File: src/rtl/mdu_pkg.sv
// Shared definitions for the EX-stage multiply/divide unit.
// Latency: n/a (constants, types and helpers only).
// Backpressure: n/a.
package mdu_pkg;

  // Operation encodings on op_i
  localparam logic [1:0] MDU_OP_MULT  = 2'b00;
  localparam logic [1:0] MDU_OP_MULTU = 2'b01;
  localparam logic [1:0] MDU_OP_DIV   = 2'b10;
  localparam logic [1:0] MDU_OP_DIVU  = 2'b11;

  // Controller states
  typedef logic [2:0] mdu_state_t;
  localparam mdu_state_t MDU_IDLE = 3'd0;
  localparam mdu_state_t MDU_MUL  = 3'd1;
  localparam mdu_state_t MDU_DIV  = 3'd2;
  localparam mdu_state_t MDU_FIX  = 3'd3;
  localparam mdu_state_t MDU_DONE = 3'd4;

  // EX-side aluop (funct) codes that route to this unit
  localparam logic [5:0] ALUOP_MULT  = 6'h18;
  localparam logic [5:0] ALUOP_MULTU = 6'h19;
  localparam logic [5:0] ALUOP_DIV   = 6'h1a;
  localparam logic [5:0] ALUOP_DIVU  = 6'h1b;

  // The funct codes were chosen so their low two bits are the mdu op.
  function automatic logic [1:0] aluop_to_mdu_op(input logic [5:0] aluop);
    return aluop[1:0];
  endfunction

  function automatic logic is_div_op(input logic [1:0] op);
    return op[1];
  endfunction

  function automatic logic is_signed_op(input logic [1:0] op);
    return ~op[0];
  endfunction

endpackage

File: src/rtl/mul_div_unit_div_core.sv
// Iterative restoring divider on unsigned magnitudes, one quotient bit per cycle.
// Latency: WIDTH cycles after the load edge; last is high during the final iteration cycle.
// Backpressure: none; kill aborts the run, load restarts it.
// Ports: clk, rst (sync, active-high), load/kill controls, dividend/divisor in,
//        quot/rem out (stable once the run ends), last out.
module div_core #(
  parameter int WIDTH = 32
) (
  input  logic             clk,
  input  logic             rst,
  input  logic             load,
  input  logic             kill,
  input  logic [WIDTH-1:0] dividend,
  input  logic [WIDTH-1:0] divisor,
  output logic [WIDTH-1:0] quot,
  output logic [WIDTH-1:0] rem,
  output logic             last
);

  localparam int CW = $clog2(WIDTH);

  logic [WIDTH-1:0] q_r, r_r, d_r;
  logic [CW-1:0]    cnt;
  logic             active;
  logic [WIDTH:0]   trial;

  // Shift the next dividend bit into the partial remainder and try to subtract.
  assign trial = {r_r, q_r[WIDTH-1]} - {1'b0, d_r};

  always_ff @(posedge clk) begin
    if (rst) begin
      q_r    <= '0;
      r_r    <= '0;
      d_r    <= '0;
      cnt    <= '0;
      active <= 1'b0;
    end else if (kill) begin
      active <= 1'b0;
    end else if (load) begin
      q_r    <= dividend;
      r_r    <= '0;
      d_r    <= divisor;
      cnt    <= '0;
      active <= 1'b1;
    end else if (active) begin
      if (!trial[WIDTH]) begin
        r_r <= trial[WIDTH-1:0];
        q_r <= {q_r[WIDTH-2:0], 1'b1};
      end else begin
        // Dropping r_r's MSB is safe: if it were set the subtract could not borrow.
        r_r <= {r_r[WIDTH-2:0], q_r[WIDTH-1]};
        q_r <= {q_r[WIDTH-2:0], 1'b0};
      end
      cnt <= cnt + 1'b1;
      if (cnt == CW'(WIDTH - 1)) active <= 1'b0;
    end
  end

  assign last = active && (cnt == CW'(WIDTH - 1));
  assign quot = q_r;
  assign rem  = r_r;

endmodule

File: src/rtl/mul_div_unit.sv
// Multi-cycle signed/unsigned multiply/divide for EX; result returned as {HI,LO}.
// Latency: MUL_CYCLES cycles for MULT/MULTU, WIDTH+2 for DIV/DIVU, accept edge to done_o.
// Backpressure: busy_o stalls EX; start_i is accepted only in IDLE or DONE, flush_i aborts.
// Ports: clk, rst (sync, active-high), start_i/op_i/flush_i, operand_a_i/operand_b_i,
//        busy_o, done_o, hi_o, lo_o, div_by_zero_o.
module mul_div_unit #(
  parameter int WIDTH      = 32,
  parameter int MUL_CYCLES = 2
) (
  input  logic             clk,
  input  logic             rst,
  input  logic             start_i,
  input  logic [1:0]       op_i,
  input  logic             flush_i,
  input  logic [WIDTH-1:0] operand_a_i,
  input  logic [WIDTH-1:0] operand_b_i,
  output logic             busy_o,
  output logic             done_o,
  output logic [WIDTH-1:0] hi_o,
  output logic [WIDTH-1:0] lo_o,
  output logic             div_by_zero_o
);

  import mdu_pkg::*;

  localparam int CW = $clog2(MUL_CYCLES + 1);
  localparam int PD = (MUL_CYCLES > 1) ? MUL_CYCLES - 1 : 1;

  mdu_state_t       state, state_nxt;
  logic [WIDTH-1:0] a_q, b_q;
  logic [1:0]       op_q;
  logic [CW-1:0]    mul_cnt;
  logic             div_first;
  logic             accept;

  assign accept = start_i && !flush_i && (state == MDU_IDLE || state == MDU_DONE);
  assign busy_o = (state == MDU_MUL) || (state == MDU_DIV) || (state == MDU_FIX);
  assign done_o = (state == MDU_DONE);

  // ---------------- multiply datapath ----------------
  logic             sgn;
  logic [2*WIDTH-1:0] mul_a_ext, mul_b_ext, prod, mul_res;
  logic [2*WIDTH-1:0] mul_pipe [PD];

  assign sgn       = is_signed_op(op_q);
  // Extending to 2W then taking the low 2W product bits is exact for both signednesses.
  assign mul_a_ext = sgn ? {{WIDTH{a_q[WIDTH-1]}}, a_q} : {{WIDTH{1'b0}}, a_q};
  assign mul_b_ext = sgn ? {{WIDTH{b_q[WIDTH-1]}}, b_q} : {{WIDTH{1'b0}}, b_q};
  assign prod      = mul_a_ext * mul_b_ext;

  // Operands stay stable for the whole MUL state, so the pipe can shift freely.
  always_ff @(posedge clk) begin
    mul_pipe[0] <= prod;
    for (int i = 1; i < PD; i++) mul_pipe[i] <= mul_pipe[i-1];
  end

  // The output register is the last stage; the pipe supplies the ones before it.
  assign mul_res = (MUL_CYCLES == 1) ? prod : mul_pipe[PD-1];

  // ---------------- divide datapath ----------------
  logic             a_neg, b_neg, neg_q, dbz;
  logic [WIDTH-1:0] a_mag, b_mag, quot, rem, q_fix, r_fix;
  logic             div_load, div_last;

  assign a_neg = sgn && a_q[WIDTH-1];
  assign b_neg = sgn && b_q[WIDTH-1];
  assign a_mag = a_neg ? -a_q : a_q;
  assign b_mag = b_neg ? -b_q : b_q;
  assign neg_q = a_neg ^ b_neg;
  assign dbz   = op_q[1] && (b_q == '0);

  // Magnitudes are loaded one cycle after accept, from the latched operands.
  assign div_load = (state == MDU_DIV) && div_first;

  div_core #(.WIDTH(WIDTH)) u_div_core (
    .clk      (clk),
    .rst      (rst),
    .load     (div_load),
    .kill     (flush_i),
    .dividend (a_mag),
    .divisor  (b_mag),
    .quot     (quot),
    .rem      (rem),
    .last     (div_last)
  );

  // Quotient is negative when signs differ; remainder follows the dividend.
  assign q_fix = neg_q ? -quot : quot;
  assign r_fix = a_neg ? -rem : rem;

  // ---------------- control ----------------
  always_comb begin
    state_nxt = state;
    case (state)
      MDU_IDLE: if (accept) state_nxt = is_div_op(op_i) ? MDU_DIV : MDU_MUL;
      MDU_MUL:  if (flush_i) state_nxt = MDU_IDLE;
                else if (mul_cnt == CW'(MUL_CYCLES)) state_nxt = MDU_DONE;
      MDU_DIV:  if (flush_i) state_nxt = MDU_IDLE;
                else if (div_last) state_nxt = MDU_FIX;
      MDU_FIX:  state_nxt = flush_i ? MDU_IDLE : MDU_DONE;
      MDU_DONE: state_nxt = accept ? (is_div_op(op_i) ? MDU_DIV : MDU_MUL) : MDU_IDLE;
      default:  state_nxt = MDU_IDLE;
    endcase
  end

  always_ff @(posedge clk) begin
    if (rst) begin
      state         <= MDU_IDLE;
      a_q           <= '0;
      b_q           <= '0;
      op_q          <= '0;
      mul_cnt       <= '0;
      div_first     <= 1'b0;
      hi_o          <= '0;
      lo_o          <= '0;
      div_by_zero_o <= 1'b0;
    end else begin
      state     <= state_nxt;
      div_first <= accept;
      if (accept) begin
        a_q     <= operand_a_i;
        b_q     <= operand_b_i;
        op_q    <= op_i;
        mul_cnt <= CW'(1);
      end else if (state == MDU_MUL) begin
        mul_cnt <= mul_cnt + 1'b1;
      end
      // Results change only on the edge entering DONE.
      if (state == MDU_MUL && state_nxt == MDU_DONE) begin
        {hi_o, lo_o}  <= mul_res;
        div_by_zero_o <= 1'b0;
      end else if (state == MDU_FIX && !flush_i) begin
        hi_o          <= dbz ? a_q : r_fix;
        lo_o          <= dbz ? '1  : q_fix;
        div_by_zero_o <= dbz;
      end
    end
  end

endmodule

File: config.mk
export PLATFORM = sky130hd
export DESIGN_NAME = mul_div_unit
export DESIGN_NICKNAME = d
export VERILOG_FILES = /design/src/rtl/mdu_pkg.sv /design/src/rtl/mul_div_unit_div_core.sv /design/src/rtl/mul_div_unit.sv
export SDC_FILE = /design/constraint.sdc
export NUM_CORES = 2
export LEC_CHECK = 0
export CAP_MARGIN = 20
export CORE_MARGIN = 3
export CORE_UTILIZATION = 48
export DETAILED_ROUTE_END_ITERATION = 10
export PLACE_DENSITY = 0.7
export SYNTH_ARGS = -nofsm -noshare
export SYNTH_HDL_FRONTEND = slang
export SYNTH_SLANG_ARGS = --single-unit
export TNS_END_PERCENT = 1
File: constraint.sdc
create_clock -name clk -period 21.9 [get_ports clk]
set_input_delay 6.57 -clock clk [delete_from_list [all_inputs] [get_ports clk]]
set_output_delay 6.57 -clock clk [all_outputs]
set_load 0.02 [all_outputs]
==> run summary <==
The run gives 154000 um as the detailed placement HPWL. Registers take 0.00610 mm^2. In the final layout, the multi-input gates occupy 0.0495 mm^2. The floorplan step defined a core boundary enclosing 0.130 mm^2. The max-slew violation count was 0; the data required time at the worst endpoint was 22.36 ns. The post-route DRC violation count came out at 0. Of all nets on the critical path, the largest fanout is 66.

The type of element launching the critical path was a flip-flop. The number of gates resized after CTS was 0. The class of the most critical setup path is flip-flop to flip-flop. The ratio of final minimum period to clock period works out to 0.491.

After routing, the total negative slack on setup checks comes to 0 ns. The largest net degree at the start of global routing was 70. The worst setup skew after layout is 0.0212 ns. The synthesized design contains 0 enable-type register cells.

Switching power total: 0.806 mW. The share of total power consumed by net switching was 0.401; the cell area after technology mapping was 0.0630 mm^2. Fraction of power consumed by sequential logic: 0.309. The run gives 0 as the aggregate global routing overflow. The routability-driven placement congestion ratio is 0.994. The first TritonRoute pass finished after 8 iterations.

The tools report the total global routing track utilization as 0.297. Proportion of synthesized flip-flops having asynchronous set or reset: 0. The tools report the number of DRC markers after the initial detailed-route iteration as 4117. The tools report the startpoint of the most critical hold path as div_by_zero_o.

The number of distinct library cells after synthesis is 81, and the post-route standard cell area excluding fillers is 0.0668 mm^2. In this design, the stage delay of the slowest critical-path cell is 0.88 ns. The clock slew seen by the registers of the worst setup and hold paths was 0.07 ns; the cell-internal power was 1.20 mW. The slowest cell on the critical path was sky130_fd_sc_hd__fa_1. The worst register-to-register path ends at mul_pipe[0][63]. The net count of the mapped netlist is 8755, and the overall die area is 0.136 mm^2. Max-cap violations in this run came to 0. Ratio of total power to cell area: 30.1 mW/mm^2. Setup violations remaining at the end of the flow were counted as 0. Worst min-delay path category: flip-flop to flip-flop. The initial core utilization was 0.485; the count of state elements after synthesis was 303. For the worst supply voltage drop on vdd, the log shows 0.0538 mV. The clock passes through at most 3 buffers.

The port buffer count is 136, and the slack of the worst reg-to-reg path is 11.16 ns. The floorplan has 132 rows. In this run, post-CTS hold repair placed 0 buffers.

The count of nets after finishing is 8607. The power share of the combinational group came out at 0.418. Along the worst hold path, the cell count comes to 2. Based on the critical path, the design can be clocked at up to 93.1 MHz. TritonCTS built the clock tree. Tracing the worst setup path back leads to its startpoint at a_q[31]. After detailed routing, the average wire length per cell comes to 23.1 um. STA classifies the critical path endpoint as a flip-flop. The post-synthesis to final-layout area growth is 5.99%.

STA puts the critical path data arrival time at 11.20 ns. Counting cells, the worst reg-to-reg path comes to 30. The run gives 4 as the number of antenna violations at the first check in global routing.

The die outline width came out at 368 um. For hold timing, the worst endpoint is div_by_zero_o. Summed over all cells, the static leakage comes to 32.5 nW. The run gives 0.273 as the clock power share.

The flow ran to the end, and the final reports show no timing, DRC or antenna violations. The startpoint identified for the worst register-to-register timing path is a_q[31]. For the number of placed I/O pins, the log shows 137. For the pin with the worst max-slew slack, the measured transition is 1.11 ns.

The final wirelength was 197000 um; the total via count after detailed routing was 47400. For the via count of the first global-routing pass, the log shows 51200. The tools report the warning count from the yosys run as 0. The logs give 0 for the number of post-CTS setup repair buffers and 0 for the count of nets left with antenna violations after detail routing.

At the later pin of the worst-skew pair, clock insertion delay measures 0.60 ns. The filler cells instantiated in the layout total 12100. Total power for the finished layout comes to 2.01 mW. The run gives 29 as the number of buffers added by the clock tree synthesis step. The cell occurring most often along the worst timing path is sky130_fd_sc_hd__fa_1. For the number of endpoints with negative hold slack in the final report, the log shows 0. The tree is rooted in a sky130_fd_sc_hd__clkbuf_16. Counting every instance in the synthesized netlist gives 6915. The die is 368 um tall.

The first global-routing pass estimated 308000 um of wire. The standard cell area after detailed placement came out at 0.0658 mm^2. The sequential area share after synthesis is 0.0962. The tools report the tightest slew margin relative to the limit as 0.256. Counting I/O delays and the setup requirement, the final critical path takes 10.74 ns.

The share of layout cells above drive strength 1 works out to 0.0336. For this run, the leading register cell type out of synthesis is sky130_fd_sc_hd__dfxtp_1. The maximum level of the CTS H-tree was 1; the average cell area after synthesis was 9.12 um^2. Setup repair after global routing left no endpoint under its margin. Clock tree synthesis found a total of 303 sinks. Using the TritonRoute via totals, the vias-per-cell ratio works out to 5.56.
[power groups by stage]
stage / sequential [mW] / clock [mW] / combinational (mW)
after detailed placement: 0.634 / 0 / 0.827
after global routing: 0.623 / 0.571 / 0.934
after CTS: 0.621 / 0.555 / 0.830
final: 0.620 / 0.549 / 0.840
after global placement: 0.633 / 0 / 0.810
after floorplan: 0.617 / 0 / 0.556
[kinds of logic after synthesis]
group / Yosys count / share of synthesized area
AO/OA/AOI/OAI: 761 / 0.0818
adder cells (fa/ha/maj): 1772 / 0.520
AND/OR/NAND/NOR: 1808 / 0.143
multiplexers: 16 / 0.00256
buffers and inverters: 1994 / 0.120
XOR/XNOR: 261 / 0.0363
flip-flops: 303 / 0.0962
[registers in the layout, summed over array words and instances, names as in the netlist]
| register | cells |
|---|---|
| u_div_core.rem | 32 |
| op_q | 2 |
| div_by_zero_o | 1 |
| lo_o | 32 |
| state | 3 |
| u_div_core.cnt | 5 |
| mul_cnt | 2 |
| hi_o | 32 |
| u_div_core.active | 1 |
| div_first | 1 |
| b_q | 32 |
| u_div_core.quot | 32 |
| a_q | 32 |
| mul_pipe | 64 |
| u_div_core.d_r | 32 |
[synth_stat cells (40+ instances only)]
library cell	number	share of area
sky130_fd_sc_hd__fa_1	1416	0.45
sky130_fd_sc_hd__xor2_1	90	0.013
sky130_fd_sc_hd__a21oi_1	196	0.016
sky130_fd_sc_hd__clkbuf_1	338	0.020
sky130_fd_sc_hd__a21o_1	40	0.0048
sky130_fd_sc_hd__dfxtp_1	303	0.096
sky130_fd_sc_hd__nand3_1	85	0.0067
sky130_fd_sc_hd__ha_1	354	0.070
sky130_fd_sc_hd__xnor2_1	171	0.024
sky130_fd_sc_hd__o21ai_0	136	0.011
sky130_fd_sc_hd__a22o_1	66	0.0092
sky130_fd_sc_hd__nand2_1	651	0.039
sky130_fd_sc_hd__a211oi_1	73	0.0087
sky130_fd_sc_hd__inv_1	1582	0.094
sky130_fd_sc_hd__and2_1	583	0.058
sky130_fd_sc_hd__or3_1	44	0.0044
sky130_fd_sc_hd__nor3_1	46	0.0037
sky130_fd_sc_hd__nor2_1	251	0.015
sky130_fd_sc_hd__buf_1	57	0.0034
[worst max-delay path: cells and delay by family (launching register included)]
family	cells	cell delay, ns
compound gates	7	1.76
fa+ha+maj	11	6.01
simple gates	3	0.57
xor+xnor	1	0.14
buf+inv	8	1.73
flops	1	0.31
[layout make-up]
class | instances | area share
antenna | 6 | 0.000225
clock buffer | 34 | 0.0114
clock inverter | 18 | 0.00367
inverter | 1583 | 0.0889
multi-input combinational | 4618 | 0.741
sequential | 303 | 0.0913
tap | 1742 | 0.0326
timing repair buffer | 232 | 0.0313
[layer usage]
metal	part of all wire	vias up	track usage
li1	-	20500	-
met4	0.056	0	0.136
met1	0.40	24300	0.394
met3	0.093	458	0.0590
met5	0	-	0
met2	0.45	2190	0.474
[per-stage QoR]
step	std cells	setup slack, ns	hold WS (ns)	utilization
2_1_floorplan	6915	12.18	0.450	-
3_3_place_gp	8477	11.36	0.441	0.506
3_5_place_dp	8477	11.25	0.452	0.506
4_1_cts	8529	11.23	0.459	0.514
5_1_grt	8530	10.65	0.490	0.514
6_report	8536	11.16	0.459	0.514
[layout by cell type, fill, tap and decap left out, types with 66 or more instances in the layout]
cell type / instances
sky130_fd_sc_hd__inv_1: 1582
sky130_fd_sc_hd__fa_1: 1416
sky130_fd_sc_hd__nand2_1: 650
sky130_fd_sc_hd__and2_1: 583
sky130_fd_sc_hd__ha_1: 354
sky130_fd_sc_hd__dfxtp_1: 277
sky130_fd_sc_hd__nor2_1: 246
sky130_fd_sc_hd__a21oi_1: 196
sky130_fd_sc_hd__xnor2_1: 170
sky130_fd_sc_hd__o21ai_0: 136
sky130_fd_sc_hd__clkdlybuf4s50_1: 135
sky130_fd_sc_hd__buf_4: 96
sky130_fd_sc_hd__xor2_1: 89
sky130_fd_sc_hd__nand3_1: 85
sky130_fd_sc_hd__a211oi_1: 73
sky130_fd_sc_hd__a22o_1: 66
[how the worst max path moves through the flow]
stage / endpoint / slack, ns / depth (start not counted)
final: mul_pipe[0][63] / 11.16 / 30
after global routing: mul_pipe[0][63] / 10.65 / 30
after CTS: mul_pipe[0][63] / 11.23 / 30
after detailed placement: mul_pipe[0][63] / 11.25 / 30
after global placement: mul_pipe[0][63] / 11.36 / 30
after floorplan: mul_pipe[0][61] / 12.18 / 33
Note: power is estimated with default switching activity, not from simulation.
